===== config.mk =====
export PLATFORM = sky130hd
export DESIGN_NAME = deframer_flat
export DESIGN_NICKNAME = d
export VERILOG_FILES = /design/src/rtl/deframer_if.sv /design/src/rtl/deframer.sv /design/src/flat_wrapper.sv
export SDC_FILE = /design/constraint.sdc
export NUM_CORES = 1
export LEC_CHECK = 0
export ABC_AREA = 1
export CELL_PAD_IN_SITES_DETAIL_PLACEMENT = 1
export CELL_PAD_IN_SITES_GLOBAL_PLACEMENT = 1
export CORE_MARGIN = 5
export CORE_UTILIZATION = 44
export CTS_BUF_LIST = sky130_fd_sc_hd__clkbuf_8
export DETAILED_ROUTE_END_ITERATION = 10
export PLACE_DENSITY_LB_ADDON = 0.1
export SLEW_MARGIN = 5
export SYNTH_ARGS = -nofsm -noshare
export SYNTH_HDL_FRONTEND = slang
export SYNTH_SLANG_ARGS = --single-unit

===== constraint.sdc =====
create_clock -name clk_i -period 4.4 [get_ports clk_i]
set_input_delay 0.88 -clock clk_i [delete_from_list [all_inputs] [get_ports clk_i]]
set_output_delay 0.88 -clock clk_i [all_outputs]
set_load 0.03 [all_outputs]

===== src/rtl/deframer_if.sv =====
// Handshake bundle for the deframer: packed words in, unpacked elements out,
// plus lock/footer status.
interface deframer_if #(
  parameter int UnpackedWidth = 1,
  parameter int PackedWidth   = 8
);
  logic                     valid_i;
  logic                     ready_o;
  logic [PackedWidth-1:0]   data_i;
  logic                     valid_o;
  logic                     ready_i;
  logic [UnpackedWidth-1:0] unpacked_o;
  logic                     last_o;
  logic                     locked_o;
  logic                     pkt_ok_o;
  logic                     frame_err_o;
  logic [7:0]               err_cnt_o;

  modport slave (
    input  valid_i, data_i, ready_i,
    output ready_o, valid_o, unpacked_o, last_o, locked_o, pkt_ok_o, frame_err_o, err_cnt_o
  );

  modport master (
    output valid_i, data_i, ready_i,
    input  ready_o, valid_o, unpacked_o, last_o, locked_o, pkt_ok_o, frame_err_o, err_cnt_o
  );
endinterface


===== src/rtl/deframer.sv =====
// Packet deframer: unpacks W payload words per packet into elements, then
// verifies a two-byte footer and hunts for it again after a mismatch.
module deframer #(
  parameter int         UnpackedWidth  = 1,
  parameter int         PackedNum      = 8,
  parameter int         PackedWidth    = UnpackedWidth * PackedNum,
  parameter int         PacketLenElems = 1024,
  parameter logic [7:0] TailByte0      = 8'hA5,
  parameter logic [7:0] TailByte1      = 8'h5A
) (
  input  logic     clk_i,
  input  logic     rst_i,
  deframer_if.slave bus
);
  localparam int Words     = (PacketLenElems + PackedNum - 1) / PackedNum;
  localparam int LastLanes = PacketLenElems - (Words - 1) * PackedNum;
  localparam int CntW      = (Words > 1) ? $clog2(Words) : 1;
  localparam int RemW      = $clog2(PackedNum + 1);

  typedef enum logic [2:0] {S_PAYLOAD, S_TAIL0, S_TAIL1, S_HUNT0, S_HUNT1} state_e;

  state_e                 state_q, state_d;
  logic [CntW-1:0]        wcnt_q, wcnt_d;
  logic [RemW-1:0]        rem_q, rem_d;
  logic [PackedWidth-1:0] buf_q, buf_d;
  logic                   lastw_q, lastw_d;
  logic                   pkt_ok_q, pkt_ok_d;
  logic                   ferr_q, ferr_d;
  logic [7:0]             errc_q, errc_d;

  logic in_fire, out_fire, hit0, hit1, wlast, err_hit;

  assign bus.valid_o     = (rem_q != '0);
  assign bus.unpacked_o  = buf_q[UnpackedWidth-1:0];
  assign bus.last_o      = bus.valid_o && lastw_q && (rem_q == RemW'(1));
  assign bus.locked_o    = (state_q == S_PAYLOAD) || (state_q == S_TAIL0) || (state_q == S_TAIL1);
  assign bus.pkt_ok_o    = pkt_ok_q;
  assign bus.frame_err_o = ferr_q;
  assign bus.err_cnt_o   = errc_q;

  // Accept the next word on the same edge the final lane leaves, so words stream without a bubble.
  assign bus.ready_o = (state_q == S_PAYLOAD) ?
                       ((rem_q == '0) || ((rem_q == RemW'(1)) && bus.ready_i)) : 1'b1;

  assign in_fire  = bus.valid_i && bus.ready_o;
  assign out_fire = bus.valid_o && bus.ready_i;
  assign hit0     = (bus.data_i == PackedWidth'(TailByte0));
  assign hit1     = (bus.data_i == PackedWidth'(TailByte1));
  assign wlast    = (wcnt_q == CntW'(Words - 1));

  always_comb begin
    state_d  = state_q;
    wcnt_d   = wcnt_q;
    rem_d    = rem_q;
    buf_d    = buf_q;
    lastw_d  = lastw_q;
    pkt_ok_d = 1'b0;
    ferr_d   = 1'b0;
    errc_d   = errc_q;
    err_hit  = 1'b0;

    if (out_fire) begin
      rem_d = rem_q - RemW'(1);
      buf_d = buf_q >> UnpackedWidth;
    end

    if (in_fire) begin
      unique case (state_q)
        S_PAYLOAD: begin
          buf_d   = bus.data_i;
          lastw_d = wlast;
          rem_d   = wlast ? RemW'(LastLanes) : RemW'(PackedNum);
          if (wlast) begin
            wcnt_d  = '0;
            state_d = S_TAIL0;
          end else begin
            wcnt_d  = wcnt_q + CntW'(1);
          end
        end
        S_TAIL0: begin
          if (hit0) state_d = S_TAIL1;
          else begin
            state_d = S_HUNT0;
            err_hit = 1'b1;
          end
        end
        S_TAIL1: begin
          if (hit1) begin
            state_d  = S_PAYLOAD;
            pkt_ok_d = 1'b1;
            wcnt_d   = '0;
          end else begin
            state_d = S_HUNT0;
            err_hit = 1'b1;
          end
        end
        S_HUNT0: if (hit0) state_d = S_HUNT1;
        S_HUNT1: begin
          if (hit1) begin
            state_d = S_PAYLOAD;
            wcnt_d  = '0;
          end else if (!hit0) begin
            state_d = S_HUNT0;
          end
        end
        default: state_d = S_PAYLOAD;
      endcase
    end

    if (err_hit) begin
      ferr_d = 1'b1;
      if (errc_q != 8'hFF) errc_d = errc_q + 8'd1;
    end
  end

  always_ff @(posedge clk_i or posedge rst_i) begin
    if (rst_i) begin
      state_q  <= S_PAYLOAD;
      wcnt_q   <= '0;
      rem_q    <= '0;
      buf_q    <= '0;
      lastw_q  <= 1'b0;
      pkt_ok_q <= 1'b0;
      ferr_q   <= 1'b0;
      errc_q   <= 8'd0;
    end else begin
      state_q  <= state_d;
      wcnt_q   <= wcnt_d;
      rem_q    <= rem_d;
      buf_q    <= buf_d;
      lastw_q  <= lastw_d;
      pkt_ok_q <= pkt_ok_d;
      ferr_q   <= ferr_d;
      errc_q   <= errc_d;
    end
  end
endmodule


===== src/flat_wrapper.sv =====
// flat-port wrapper written by rule: the top's interface ports become plain ports
module deframer_flat 
#(
  parameter int         UnpackedWidth  = 1,
  parameter int         PackedNum      = 8,
  parameter int         PackedWidth    = UnpackedWidth * PackedNum,
  parameter int         PacketLenElems = 1024,
  parameter logic [7:0] TailByte0      = 8'hA5,
  parameter logic [7:0] TailByte1      = 8'h5A
)
  (clk_i, rst_i, bus_valid_i, bus_data_i, bus_ready_i, bus_ready_o, bus_valid_o, bus_unpacked_o, bus_last_o, bus_locked_o, bus_pkt_ok_o, bus_frame_err_o, bus_err_cnt_o);
  deframer_if #(.UnpackedWidth(UnpackedWidth), .PackedWidth(PackedWidth)) bus_i ();
  input  logic clk_i;
  input  logic rst_i;
  input wire logic [$bits(bus_i.valid_i)-1:0] bus_valid_i;
  input wire logic [$bits(bus_i.data_i)-1:0] bus_data_i;
  input wire logic [$bits(bus_i.ready_i)-1:0] bus_ready_i;
  output wire logic [$bits(bus_i.ready_o)-1:0] bus_ready_o;
  output wire logic [$bits(bus_i.valid_o)-1:0] bus_valid_o;
  output wire logic [$bits(bus_i.unpacked_o)-1:0] bus_unpacked_o;
  output wire logic [$bits(bus_i.last_o)-1:0] bus_last_o;
  output wire logic [$bits(bus_i.locked_o)-1:0] bus_locked_o;
  output wire logic [$bits(bus_i.pkt_ok_o)-1:0] bus_pkt_ok_o;
  output wire logic [$bits(bus_i.frame_err_o)-1:0] bus_frame_err_o;
  output wire logic [$bits(bus_i.err_cnt_o)-1:0] bus_err_cnt_o;
  assign bus_i.valid_i = bus_valid_i;
  assign bus_i.data_i = bus_data_i;
  assign bus_i.ready_i = bus_ready_i;
  assign bus_ready_o = bus_i.ready_o;
  assign bus_valid_o = bus_i.valid_o;
  assign bus_unpacked_o = bus_i.unpacked_o;
  assign bus_last_o = bus_i.last_o;
  assign bus_locked_o = bus_i.locked_o;
  assign bus_pkt_ok_o = bus_i.pkt_ok_o;
  assign bus_frame_err_o = bus_i.frame_err_o;
  assign bus_err_cnt_o = bus_i.err_cnt_o;
  deframer #(.UnpackedWidth(UnpackedWidth), .PackedNum(PackedNum), .PackedWidth(PackedWidth), .PacketLenElems(PacketLenElems), .TailByte0(TailByte0), .TailByte1(TailByte1)) u_core (.clk_i(clk_i), .rst_i(rst_i), .bus(bus_i));
endmodule

# Yosys cells after proc, flatten, opt, wreduce, memory -nomap -nowiden
# Cells that the tools add are included.
# word_totals
word_cells	66
reg_bits	33
out_inout_bits	15
inputBits	12
# classes
addsub	3
mux	25
n_reduce_logical	17
n_eq_ne	13
# ops
cell	n
$mux W8	3
$pmux W3 S5	1
$mux W7	2
$pmux W7 S2	1
$mux W3	4
$mux W4	3
$mux W1	9
$add A8 B1 Y8 const B	1
$eq A8 B7 Y1 const B	1
$eq A8 B8 Y1 const B	1
$ne A8 B8 Y1 const B	1
$add A7 B1 Y7 const B	1
$eq A7 B7 Y1 const B	1
$eq A3 B2 Y1 const B	2
$ne A2 B1 Y1 const B	3
$logic_and A1 B1 Y1	5
$eq A4 B1 Y1 const B	1
$logic_not A4 Y1	1
$reduce_and A2 Y1	2
$reduce_and A4 Y1	1
$reduce_bool A4 Y1	1
$sub A4 B1 Y4 const B	1
$eq A3 B1 Y1 const B	1
$eq A3 B3 Y1 const B	1
8 further kinds	10

# Longest topological paths before layout
# Gate-level depths: netlist of run 1.
# depth
word_depth	7
depth_mapped	10
mapped_depth_nobuf	9

# Worst setup path after synthesis of run 1
# Ideal clock, no wire load.
# synth_timing
kind	flip-flop to output port
start	register u_core.rem_q[0]
end	output port bus_last_o
path_buffers	1
path_slack_ps	2043
arrival_time_ps	1477
stages_incl_launch_ff	7
cell_sequence	dfrtp_1 inv_1 ha_1 nand2_1 buf_2 nand2_1 nor2_1
# synth_between
elab_chain_cells	3
# synth_rtl
item	line	rtl
start, declared	deframer.sv:24	logic [RemW-1:0] rem_q, rem_d;
start signal, assigned	deframer.sv:129	rem_q <= rem_d;
$reduce_bool A4 Y1	deframer.sv:33	assign bus.valid_o = (rem_q != '0);
via bus_valid_o	flat_wrapper.sv:19	output wire logic [$bits(bus_i.valid_o)-1:0] bus_valid_o;
$logic_and A1 B1 Y1 (2 in series)	deframer.sv:35	assign bus.last_o = bus.valid_o && lastw_q && (rem_q == RemW'(1));
end, declared	flat_wrapper.sv:21	output wire logic [$bits(bus_i.last_o)-1:0] bus_last_o;
# The timed path passes the listed nets, and every way through them passes these cells.

# Worst setup path in the final report of run 1
# layout_timing
start	input port bus_ready_i
end	output port bus_ready_o
# layout_between
elab_chain_cells	3
# layout_rtl
item	line	rtl
start, declared	flat_wrapper.sv:17	input wire logic [$bits(bus_i.ready_i)-1:0] bus_ready_i;
$logic_and A1 B1 Y1	deframer.sv:43	((rem_q == '0) || ((rem_q == RemW'(1)) && bus.ready_i)) : 1'b1;
$logic_or A1 B1 Y1	deframer.sv:43	
$mux W1	deframer.sv:42	assign bus.ready_o = (state_q == S_PAYLOAD) ?
end, declared	flat_wrapper.sv:18	output wire logic [$bits(bus_i.ready_o)-1:0] bus_ready_o;
# No other way between the ends.

==> results of run 1 <==
-- sequential cells by signal (all words and copies together) (netlist names) --
name and flops:
u_core.bus.err_cnt_o 8, u_core.rem_q 4, u_core.bus.pkt_ok_o 1, u_core.lastw_q 1, u_core.bus.frame_err_o 1, u_core.buf_q 8, u_core.state_q 3, u_core.wcnt_q 7
-- synth_stat cells, drive strengths merged --
master,number,area [µm²]
dfrtp,33,825.8
ha,4,50.05
xnor2,1,8.760
clkbuf,1,3.750
nor2,26,110.1
a21oi,2,10.01
nand4,10,62.56
inv,36,135.1
xor2,4,35.03
buf,7,48.79
o21ai,14,85.09
nor3,5,25.02
nand2,114,447.9
nand3,32,182.7
-- worst max-delay path, cell delays in order --
cell                              delay (ns)
sky130_fd_sc_hd__clkdlybuf4s50_1        0.46
sky130_fd_sc_hd__buf_4                  0.18
sky130_fd_sc_hd__nand3_1                0.11
sky130_fd_sc_hd__nand3_2                0.10
sky130_fd_sc_hd__clkdlybuf4s50_1        0.69
-- area by class of cell --
type / count / area, µm² / area share
flip-flops and latches: 33 / 825.8 / 0.3434
repair buffers: 28 / 275.3 / 0.1145
inverters: 36 / 135.1 / 0.05619
clock inverters: 1 / 3.754 / 0.001561
clock buffers: 6 / 82.58 / 0.03434
well taps: 52 / 65.06 / 0.02706
multi-input cells: 212 / 1017 / 0.4230
-- metrics by stage --
step | cell area (µm²) | std cells | power, mW | hold slack [ns] | setup WS, ns
after floorplan | 2031 | 289 | 0.6226 | 0.4491 | 2.043
after detailed placement | 2318 | 361 | 0.6976 | 0.4836 | 1.104
after global routing | 2405 | 368 | 1.001 | 0.5348 | 1.064
after global placement | 2318 | 361 | 0.6851 | 0.4712 | 1.140
final | 2405 | 368 | 0.9250 | 0.5165 | 1.105
after CTS | 2405 | 368 | 0.9368 | 0.5188 | 1.101
-- cell families (layout without fill, tap and decap cells) --
group           count (synthesis)  in the layout
buf+inv                        44             71
flops                          33             33
fa+ha+maj                       4              4
xor+xnor                        5              5
simple gates                  187            187
compound gates                 16             16
-- per-layer routing --
metal,part of all wire,routed length [µm],up-vias
met5,0,0,-
met2,0.46,2362,27
met3,0.036,185,5
met4,0.012,62,0
li1,-,-,962
met1,0.50,2572,847
-- worst paths after layout --
path / start / slack [ns] / endpoint / cells past startpoint
min in group asynchronous: rst_i / 0.99 / u_core.rem_q[0] / 3
worst max-delay path: bus_ready_i / 1.11 / bus_ready_o / 5
worst min-delay path: u_core.rem_q[2] / 0.52 / u_core.rem_q[2] / 1
max in group asynchronous: rst_i / 3.10 / u_core.bus.err_cnt_o[5] / 3
worst min register to register: u_core.rem_q[2] / 0.52 / u_core.rem_q[2] / 1
worst max register to register: u_core.rem_q[0] / 2.07 / u_core.buf_q[2] / 9
-- power breakdown --
| group | total [mW] | internal (mW) | switching, mW |
|---|---|---|---|
| Sequential | 0.410 | 0.361 | 0.0488 |
| Combinational | 0.281 | 0.108 | 0.172 |
| Clock | 0.234 | 0.122 | 0.112 |
| Total | 0.925 | 0.591 | 0.334 |
==> metrics.md, run 1 <==
| Metric | Value |
|---|---|
| Starting density of the core | `0.4600` |
| Nets in the synthesized netlist | `305` |
| GRT Util Overall | `0.1869` |
| Gr busiest metal | `met2` |
| Routed wirelength normalized by instance count | `14.08 µm` |
| Wire length of the first global-routing pass | `9.094 mm` |
| Post-Synth Simple-Gate Area | `0.4079` |
| Met2 GRT Util | `0.2855` |
| Quantity of I/O buffers inserted on ports | `26` |
| CORE AREA | `4414 µm²` |
| Syn-to-layout area delta | `18.42%` |
| TritonCTS sink count | `33` |
| Type of the setup path with the least slack | `input pin to output port` |
| Flip-flop and latch count after synthesis | `33` |
| Unrepaired setup endpoints after global routing | `false` |
| CTS H-Tree Depth | `2` |
| Post-Syn Instances | `289` |
| Slew HR | `0.6793` |
| Peak ir drop on the vdd network | `0.2010 mV` |
| Bufs on Longest Clock Path | `2` |
| Inserted Clock Buffers | `5` |
| Via count of the first global-routing pass | `1952` |
| Buffers inserted during post-CTS setup optimization | `0` |
| Global routing usage on met1 | `0.2545` |
| Peak fanout along the critical path | `11` |
| Average instance area after synthesis | `7.027 µm²` |
| Diode insertion count for antenna repair | `0` |
| Total of max-cap violations | `0` |
| Total number of nets in the final design | `332` |
| Static leakage power | `1.264 nW` |
| Clock latency reported for the late side of the worst-skew pair | `0.29 ns` |
| Hold buffer count at cts | `0` |
| Post-DP HPWL | `3.731 mm` |
| Boundary Pins | `27` |
| Final Core Density | `0.5448` |
| Most frequent cells in the layout | `sky130_fd_sc_hd__nand2_1, sky130_fd_sc_hd__dfrtp_1, sky130_fd_sc_hd__inv_1, sky130_fd_sc_hd__nand3_1, sky130_fd_sc_hd__clkdlybuf4s50_1` |
| Vertical die dimension | `77.94 µm` |
| Worst EP arrival | `2.41 ns` |
| Final Skew | `0.003806 ns` |
| Slew at the pin with the worst max-slew slack | `0.4799 ns` |
| Final clock period utilization by the worst path | `0.7488` |
| Routing usage on met3 | `0.05208` |
| Total setup violations reported at the end of the flow | `0` |
| Compound-cell area share of the yosys netlist | `0.04683` |
| Remaining antenna violation count | `0` |
| Root buf cell | `sky130_fd_sc_hd__clkbuf_8` |
| Fraction of final layout cells sized beyond drive strength 1 | `0.07911` |
| Filler cells | `589` |
| Post-route setup TNS | `0 ns` |
| Number of synthesis warnings | `0` |
| Largest net degree at the start of global routing | `34` |
| Final count of pins violating max slew | `0` |
| Post-layout min period | `3.295 ns` |
| Most common library cell in the layout ignoring fill and taps | `sky130_fd_sc_hd__nand2_1` |
| Die Footprint | `6074 µm²` |
| Die X-Extent | `77.94 µm` |
| Final GP Congestion | `0.8376` |
| Sequential-to-total area share from yosys stat | `0.4067` |
| Type of destination of the critical path | `output port` |
| Req. time, crit path | `3.52 ns` |
| Portion of netlist area occupied by mux cells | `0` |
| Vias post-DR | `1841` |
| Fin. Hold Viols | `0` |
| Number of optimization iterations in the first detailed-route pass | `4` |
| Startpoint type of the worst setup path | `input pin` |
| Clock-pin slew on the worst setup and hold paths | `0.07 ns` |
| Count of distinct cell types in the synthesized netlist | `26` |
| Standard-cell rows | `24` |
| Number of vias per cell | `5.003` |
| Cells resized by post-CTS repair | `0` |
| Overflow left after global routing | `0` |
| Final wirelength | `5.183 mm` |
| Clock tree from TritonCTS | `done` |
| Post-Synth Adder-Cell Area | `0.02465` |
| # DRC | `0` |
| Synth Area in XOR/XNOR | `0.02157` |
| Power density normalized to cell area | `384.6 nW/µm²` |
| Status | `completed` |
| Initial antenna violation count | `0` |
| Dominant combinational cell family by area after synthesis | `simple AND/OR/NAND/NOR gates` |
| Hold Path Class | `register to register` |
| Netlist area before placement | `2031 µm²` |
| Max frequency | `303.5 MHz` |
| Iter 0 DRT Violations | `122` |
No activity file was read; power rests on OpenSTA's default activity.
==> run 2, diff against run 1 <==
CORE_UTILIZATION = 41   (was 44)
clock period = 3.07 ns   (was 4.4 ns; I/O delays follow)
==> run 2 against run 1 <==
Effect of this change: register-to-register slack lost 1.3 ns; global-route usage shrank 0.66 points; sequential share of layout area shrank 0.27 points; clock-buffer cell count is the same; die area grew 6.4%; sequential power grew 43%; final cell count grew 4.1%; critical endpoint unchanged.
==> metrics.md, run 2 (same netlist as run 1, synthesis figures left out) <==
| Metric | Value |
|---|---|
| Number of optimization iterations in the first detailed-route pass | `4 (unchanged)` |
| Diode insertion count for antenna repair | `0 (unchanged)` |
| Vertical die dimension | `80.38 µm (+3.1%)` |
| Final GP Congestion | `0.7590 (-9.4%)` |
| Type of destination of the critical path | `output port` |
| Status | `completed` |
| TritonCTS sink count | `33 (unchanged)` |
| Largest net degree at the start of global routing | `34 (unchanged)` |
| Post-layout min period | `2.794 ns` |
| Iter 0 DRT Violations | `51 (-58%)` |
| Peak fanout along the critical path | `13 (+2)` |
| Root buf cell | `sky130_fd_sc_hd__clkbuf_8` |
| Fraction of final layout cells sized beyond drive strength 1 | `0.07911 (unchanged)` |
| Req. time, crit path | `2.46 ns (-1.06 ns)` |
| Clock-pin slew on the worst setup and hold paths | `0.07 ns (about the same)` |
| Routed wirelength normalized by instance count | `13.25 µm (-5.9%)` |
| Total of max-cap violations | `0 (unchanged)` |
| Quantity of I/O buffers inserted on ports | `26 (unchanged)` |
| Vias post-DR | `1875 (+1.8%)` |
| Cells resized by post-CTS repair | `0 (unchanged)` |
| Final Skew | `0.01028 ns (+0.006473 ns)` |
| Post-route worst setup slack | `0.2757 ns (-0.8295 ns)` |
| # DRC | `0 (unchanged)` |
| Endpoint of the most critical register-to-register path | `u_core.buf_q[0]` |
| Unrepaired setup endpoints after global routing | `false` |
| Post-DP HPWL | `3.672 mm (-1.6%)` |
| GRT Util Overall | `0.1804 (-0.006555)` |
| Slew at the pin with the worst max-slew slack | `0.4658 ns (-0.01412 ns)` |
| Hold wc startpoint | `u_core.wcnt_q[6]` |
| Total number of nets in the final design | `332 (unchanged)` |
| PnR Total Power | `1.335 mW (+44%)` |
| Overflow left after global routing | `0 (unchanged)` |
| Type of the setup path with the least slack | `register to output port` |
| Boundary Pins | `27 (unchanged)` |
| Final count of pins violating max slew | `0 (unchanged)` |
| Starting density of the core | `0.4271 (-0.03293)` |
| Buffers inserted during post-CTS setup optimization | `0 (unchanged)` |
| Standard-cell rows | `25 (+4.2%)` |
| CORE AREA | `4755 µm² (+7.7%)` |
| Hold buffer count at cts | `0 (unchanged)` |
| Die X-Extent | `80.38 µm (+3.1%)` |
| Die Footprint | `6460 µm² (+6.4%)` |
| Peak ir drop on the vdd network | `0.3173 mV (+58%)` |
| Bufs on Longest Clock Path | `2 (unchanged)` |
| Syn-to-layout area delta | `19.35%` |
| Number of vias per cell | `4.896 (-2.1%)` |
| Startpoint type of the worst setup path | `register` |
| Via count of the first global-routing pass | `1961 (+0.46%)` |
| Placed instance count | `376 (+4.2%)` |
| Max frequency | `357.9 MHz` |
| Final wirelength | `5.074 mm (-2.1%)` |
| Filler cells | `649 (+10%)` |
| Total setup violations reported at the end of the flow | `0 (unchanged)` |
| CTS H-Tree Depth | `2 (unchanged)` |
| Final clock period utilization by the worst path | `0.9102` |
| Clock tree from TritonCTS | `done` |
| Worst R2R Setup Slack | `0.76 ns (-1.31 ns)` |
| Number of cells traversed by the worst register-to-register path | `9 (unchanged)` |
| Worst EP arrival | `2.18 ns (-0.23 ns)` |
| Post-Place Worst Slack | `0.4502 ns (-0.6537 ns)` |
| Power density normalized to cell area | `550.7 nW/µm² (+43%)` |
| Fin. Hold Viols | `0 (unchanged)` |
| Remaining antenna violation count | `0 (unchanged)` |
| Inserted Clock Buffers | `5 (unchanged)` |
| Number of instances on the worst hold path | `2 (+1)` |
| Clock latency reported for the late side of the worst-skew pair | `0.29 ns (about the same)` |
| Most common library cell in the layout ignoring fill and taps | `sky130_fd_sc_hd__nand2_1` |
| Initial antenna violation count | `0 (unchanged)` |
| Non-filler instance count after layout | `383 (+4.1%)` |
| Static leakage power | `1.264 nW (unchanged)` |
| Hold-critical path endpoint | `u_core.wcnt_q[6]` |
| Hold Path Class | `register to register` |
| Slew HR | `0.6887 (+0.009436)` |
| Wire length of the first global-routing pass | `9.018 mm (-0.84%)` |
| Startpoint of the worst-slack reg-to-reg timing path | `u_core.rem_q[0]` |
| Post-route setup TNS | `0 ns (unchanged)` |
| Most frequent cells in the layout | `sky130_fd_sc_hd__nand2_1, sky130_fd_sc_hd__dfrtp_1, sky130_fd_sc_hd__inv_1, sky130_fd_sc_hd__nand3_1, sky130_fd_sc_hd__clkdlybuf4s50_1` |
## run 2: final cells by class
| type | count | area [µm²] | share of cell area |
|---|---|---|---|
| clock inverter | 1 | 3.754 | 0.001549 |
| tap | 67 | 83.83 | 0.03459 |
| sequential | 33 | 825.8 | 0.3407 |
| timing repair buffer | 28 | 275.3 | 0.1136 |
| inverter | 36 | 135.1 | 0.05576 |
| clock buffer | 6 | 82.58 | 0.03407 |
| multi-input combinational | 212 | 1017 | 0.4197 |
## run 2: metrics by stage
step / cell area [µm²] / util / hold WS (ns)
after floorplan: 2031 / - / 0.4491
after global placement: 2337 / 0.4916 / 0.4670
after detailed placement: 2337 / 0.4916 / 0.4794
after CTS: 2424 / 0.5097 / 0.4946
after global routing: 2424 / 0.5097 / 0.5415
final: 2424 / 0.5097 / 0.4940
## run 2: critical path: stages (launching register included)
cell	delay, ns
sky130_fd_sc_hd__dfrtp_1	0.38
sky130_fd_sc_hd__inv_1	0.13
sky130_fd_sc_hd__ha_1	0.18
sky130_fd_sc_hd__nand2_1	0.30
sky130_fd_sc_hd__nand3_2	0.22
sky130_fd_sc_hd__clkdlybuf4s50_1	0.69
## run 2: how the worst max path moves through the flow
stage | cells after the start | slack (ns) | endpoint | startpoint
detailed placement | 4 | 0.45 | bus_ready_o | bus_ready_i
floorplan | 6 | 0.98 | bus_last_o | u_core.rem_q[0]
global placement | 4 | 0.49 | bus_ready_o | bus_ready_i
global route | 6 | 0.09 | bus_last_o | u_core.rem_q[0]
finish | 5 | 0.28 | bus_ready_o | u_core.rem_q[0]
CTS | 4 | 0.26 | bus_ready_o | u_core.rem_q[2]
## run 2: layer usage
metal | vias up | global-route usage | part of all wire
li1 | 959 | - | -
met1 | 892 | 0.2232 | 0.49
met2 | 19 | 0.3146 | 0.48
met3 | 5 | 0.04148 | 0.027
met4 | 0 | 0.04561 | 0.010
met5 | - | 0 | 0
## run 2: power by group
part	switching [mW]	internal (mW)
registers	0.0689	0.517
clock network	0.164	0.175
logic	0.254	0.156
total	0.486	0.848
==> run 3, diff against run 2 <==
ABC_AREA = 0   (was 1)
CORE_UTILIZATION = 43   (was 41)
==> run 3 against run 2 <==
Effect of this change: non-clock buffer count grew 4; sequential power up 5.8%; worst setup slack worse by 0.14 ns; wire length is 11% lower; critical path depth decreased by 1; global-route usage rose by 0.68 points; power increased by 8.0%; final area decreased by 8.8%; synthesized cell count is 36% lower; fmax decreased by 4.8%; register-to-register slack better by 0.07 ns; synthesized area is 12% lower; highest routed layer unchanged.
==> metrics.md, run 3 <==
| Metric | Value |
|---|---|
| Status | `completed` |
| Die Footprint | `5544 µm² (-14%)` |
| Iter 0 DRT Violations | `95 (+86%)` |
| Root buf cell | `sky130_fd_sc_hd__clkbuf_8` |
| Overflow left after global routing | `0 (unchanged)` |
| Post-Syn Instances | `184 (-36%)` |
| Type of the setup path with the least slack | `input pin to output port` |
| Die X-Extent | `74.46 µm (-7.4%)` |
| Bufs on Longest Clock Path | `2 (unchanged)` |
| Type of destination of the critical path | `output port` |
| Peak ir drop on the vdd network | `0.3939 mV (+24%)` |
| Vertical die dimension | `74.46 µm (-7.4%)` |
| Highest layer used for signal routing | `met4` |
| Peak fanout along the critical path | `3 (-10)` |
| Average instance area after synthesis | `9.710 µm² (+38%)` |
| Post-route worst setup slack | `0.1362 ns (-0.1395 ns)` |
| Switching power share of the total | `0.3749 (+0.01040)` |
| PnR Total Power | `1.441 mW (+8.0%)` |
| Remaining antenna violation count | `0 (unchanged)` |
| Total setup violations reported at the end of the flow | `0 (unchanged)` |
| Slew HR | `0.4362 (-0.2525)` |
| Part of the total power dissipated in sequential elements | `0.430 (-0.009)` |
| Detailed-routing wirelength on met1 | `2.018 mm (-18%)` |
| Count of distinct cell types in the synthesized netlist | `46 (+77%)` |
| Total area of sequential cells | `825.8 µm² (unchanged)` |
| Nets in the synthesized netlist | `200 (-34%)` |
| Req. time, crit path | `2.46 ns (about the same)` |
| Final count of pins violating max slew | `0 (unchanged)` |
| Cells resized by post-CTS repair | `0 (unchanged)` |
| Share of the synthesized area in the top cell type | `0.4622 (+0.05553)` |
| Dominant synthesized flop cell | `sky130_fd_sc_hd__dfrtp_1` |
| Routed wirelength normalized by instance count | `17.04 µm (+29%)` |
| Hold Path Class | `register to register` |
| Initial antenna violation count | `0 (unchanged)` |
| Power density normalized to cell area | `652.0 nW/µm² (+18%)` |
| P_sw | `0.5403 mW (+11%)` |
| Largest net degree at the start of global routing | `23 (-32%)` |
| Final wirelength | `4.532 mm (-11%)` |
| Number of cells traversed by the worst register-to-register path | `8 (-1)` |
| Netlist area before placement | `1787 µm² (-12%)` |
| Sequential-to-total area share from yosys stat | `0.4622 (+0.05553)` |
| Starting density of the core | `0.4435 (+0.01637)` |
| Cell internal power dissipation | `0.9011 mW (+6.2%)` |
| Most repeated library cell on the critical path | `sky130_fd_sc_hd__clkdlybuf4s50_1` |
| DR WL met3 | `159 µm (+15%)` |
| Most common library cell in the layout ignoring fill and taps | `sky130_fd_sc_hd__dfrtp_1` |
| Post-Place Worst Slack | `0.1628 ns (-0.2874 ns)` |
| Number of synthesis warnings | `0 (unchanged)` |
| Maximum cell stage delay along the critical path | `0.75 ns (+0.06 ns)` |
| Non-filler instance count after layout | `266 (-31%)` |
| Clk pwr share | `0.223 (-0.031)` |
| TritonCTS sink count | `33 (unchanged)` |
| Final Skew | `0.004075 ns (-0.006204 ns)` |
| Flip-flop and latch count after synthesis | `33 (unchanged)` |
| Post-DP HPWL | `3.447 mm (-6.1%)` |
| Max frequency | `340.9 MHz (-4.8%)` |
| Worst EP arrival | `2.32 ns (+0.14 ns)` |
| Clock latency reported for the late side of the worst-skew pair | `0.28 ns (about the same)` |
| Diode insertion count for antenna repair | `0 (unchanged)` |
| Syn-to-layout area delta | `23.74%` |
| Clock tree from TritonCTS | `done` |
| Final GP Congestion | `0.7976 (+5.1%)` |
| Quantity of I/O buffers inserted on ports | `26 (unchanged)` |
| Total area of multi-input combinational cells | `908.4 µm² (-11%)` |
| Startpoint type of the worst setup path | `input pin` |
| Fraction of final layout cells sized beyond drive strength 1 | `0.09259 (+0.01348)` |
| Leading post-synthesis cells by cell area | `sky130_fd_sc_hd__dfrtp_1, sky130_fd_sc_hd__mux2i_1, sky130_fd_sc_hd__a21oi_1` |
| Slew at the pin with the worst max-slew slack | `0.8448 ns (+0.3790 ns)` |
| Static leakage power | `0.9683 nW (-23%)` |
| GRT Util Overall | `0.1872 (+0.006843)` |
| Standard-cell rows | `23 (-8.0%)` |
| Number of synthesized flops with an enable pin | `0 (unchanged)` |
| Post-layout min period | `2.934 ns (+0.1395 ns)` |
| CTS H-Tree Depth | `2 (unchanged)` |
| Hold buffer count at cts | `0 (unchanged)` |
| Power share of the combinational group | `0.347 (+0.040)` |
| Most frequent cells in the layout | `sky130_fd_sc_hd__dfrtp_1, sky130_fd_sc_hd__clkdlybuf4s50_1, sky130_fd_sc_hd__nor2_1, sky130_fd_sc_hd__nand2_1, sky130_fd_sc_hd__a21oi_1` |
| Crit path cell chain | `clkdlybuf4s50_1 -> a21oi_1 -> o31ai_1 -> clkdlybuf4s50_1` |
| Buffers inserted during post-CTS setup optimization | `0 (unchanged)` |
| Cell taking the most area after synthesis | `sky130_fd_sc_hd__dfrtp_1` |
| Post-route setup TNS | `0 ns (unchanged)` |
| Number of instances on the worst hold path | `1 (-1)` |
| Filler cells | `465 (-28%)` |
| Share of async-settable or async-resettable flops after synthesis | `1.000 (unchanged)` |
| Vias post-DR | `1488 (-21%)` |
| Wire length of the first global-routing pass | `7.955 mm (-12%)` |
| Met2 wire len | `2.262 mm (-6.5%)` |
| Most used standard cells in the synthesized netlist | `sky130_fd_sc_hd__dfrtp_1, sky130_fd_sc_hd__nor2_1, sky130_fd_sc_hd__nand2_1, sky130_fd_sc_hd__a21oi_1, sky130_fd_sc_hd__nand3_1` |
| CORE AREA | `4029 µm² (-15%)` |
| Number of vias per cell | `5.594 (+14%)` |
| Via count of the first global-routing pass | `1708 (-13%)` |
| Clock-pin slew on the worst setup and hold paths | `0.06 ns (about the same)` |
| Unrepaired setup endpoints after global routing | `false` |
| Final clock period utilization by the worst path | `0.9556 (+0.04545)` |
| Fin. Hold Viols | `0 (unchanged)` |
| Placed instance count | `259 (-31%)` |
| Critical-path cell with the highest stage delay | `sky130_fd_sc_hd__clkdlybuf4s50_1` |
| Total number of nets in the final design | `232 (-30%)` |
| Total of max-cap violations | `0 (unchanged)` |
| # DRC | `0 (unchanged)` |
| Number of optimization iterations in the first detailed-route pass | `4 (unchanged)` |
| Inserted Clock Buffers | `5 (unchanged)` |
| Boundary Pins | `27 (unchanged)` |
| Cell with the most instances after synthesis | `sky130_fd_sc_hd__dfrtp_1` |
run 3: final timing paths:
path                                   from                       to  slack [ns]
setup / recovery                bus_ready_i              bus_ready_o        0.14
hold / removal             u_core.wcnt_q[6]         u_core.wcnt_q[6]        0.49
setup reg to reg            u_core.rem_q[0]  u_core.bus.err_cnt_o[6]        0.83
hold reg to reg            u_core.wcnt_q[6]         u_core.wcnt_q[6]        0.49
max in group asynchronous             rst_i         u_core.wcnt_q[4]        1.63
min in group asynchronous             rst_i  u_core.bus.err_cnt_o[2]        0.81
run 3: cell type report:
type | count | share of cell area
Clock buffer | 6 | 0.03735
Multi-Input combinational cell | 138 | 0.4109
Inverter | 6 | 0.01019
Sequential cell | 33 | 0.3735
Tap cell | 50 | 0.02830
Clock inverter | 1 | 0.001698
Timing Repair Buffer | 32 | 0.1381
run 3: stage by stage:
| step | instance area (µm²) | utilization | hold slack (ns) |
|---|---|---|---|
| after floorplan | 1787 | - | 0.4517 |
| after global placement | 2125 | 0.5273 | 0.4681 |
| after detailed placement | 2125 | 0.5273 | 0.4813 |
| after CTS | 2211 | 0.5488 | 0.4910 |
| after global routing | 2211 | 0.5488 | 0.5250 |
| final | 2211 | 0.5488 | 0.4861 |
run 3: cells by family (layout without fill, tap and decap cells):
| kind of cell | after synthesis | after routing | synth area share |
|---|---|---|---|
| compound gates | 38 | 38 | 0.1338 |
| buf+inv | 13 | 45 | 0.02941 |
| simple gates | 76 | 76 | 0.2395 |
| mux | 10 | 10 | 0.05812 |
| xor+xnor | 10 | 10 | 0.04902 |
| flops | 33 | 33 | 0.4622 |
| fa+ha+maj | 4 | 4 | 0.02801 |
run 3: worst max-delay path: cells and delay by family:
kind | cells | cell delay, ns
buffers and inverters | 2 | 1.26
AOI/OAI and AO/OA | 2 | 0.44
run 3: power groups by stage:
| stage | clock network, mW | logic (mW) | registers, mW |
|---|---|---|---|
| 2_1_floorplan | 0 | 0.243 | 0.674 |
| 6_report | 0.322 | 0.500 | 0.620 |
| 3_3_place_gp | 0 | 0.482 | 0.617 |
| 4_1_cts | 0.333 | 0.508 | 0.620 |
| 3_5_place_dp | 0 | 0.503 | 0.628 |
| 5_1_grt | 0.357 | 0.549 | 0.636 |
run 3: routing by layer:
metal  global-route usage  vias to the layer above
li1                     -                      723
met1               0.2407                      727
met2               0.3054                       29
met3              0.04865                        9
met4              0.06522                        0
met5                    0                        -
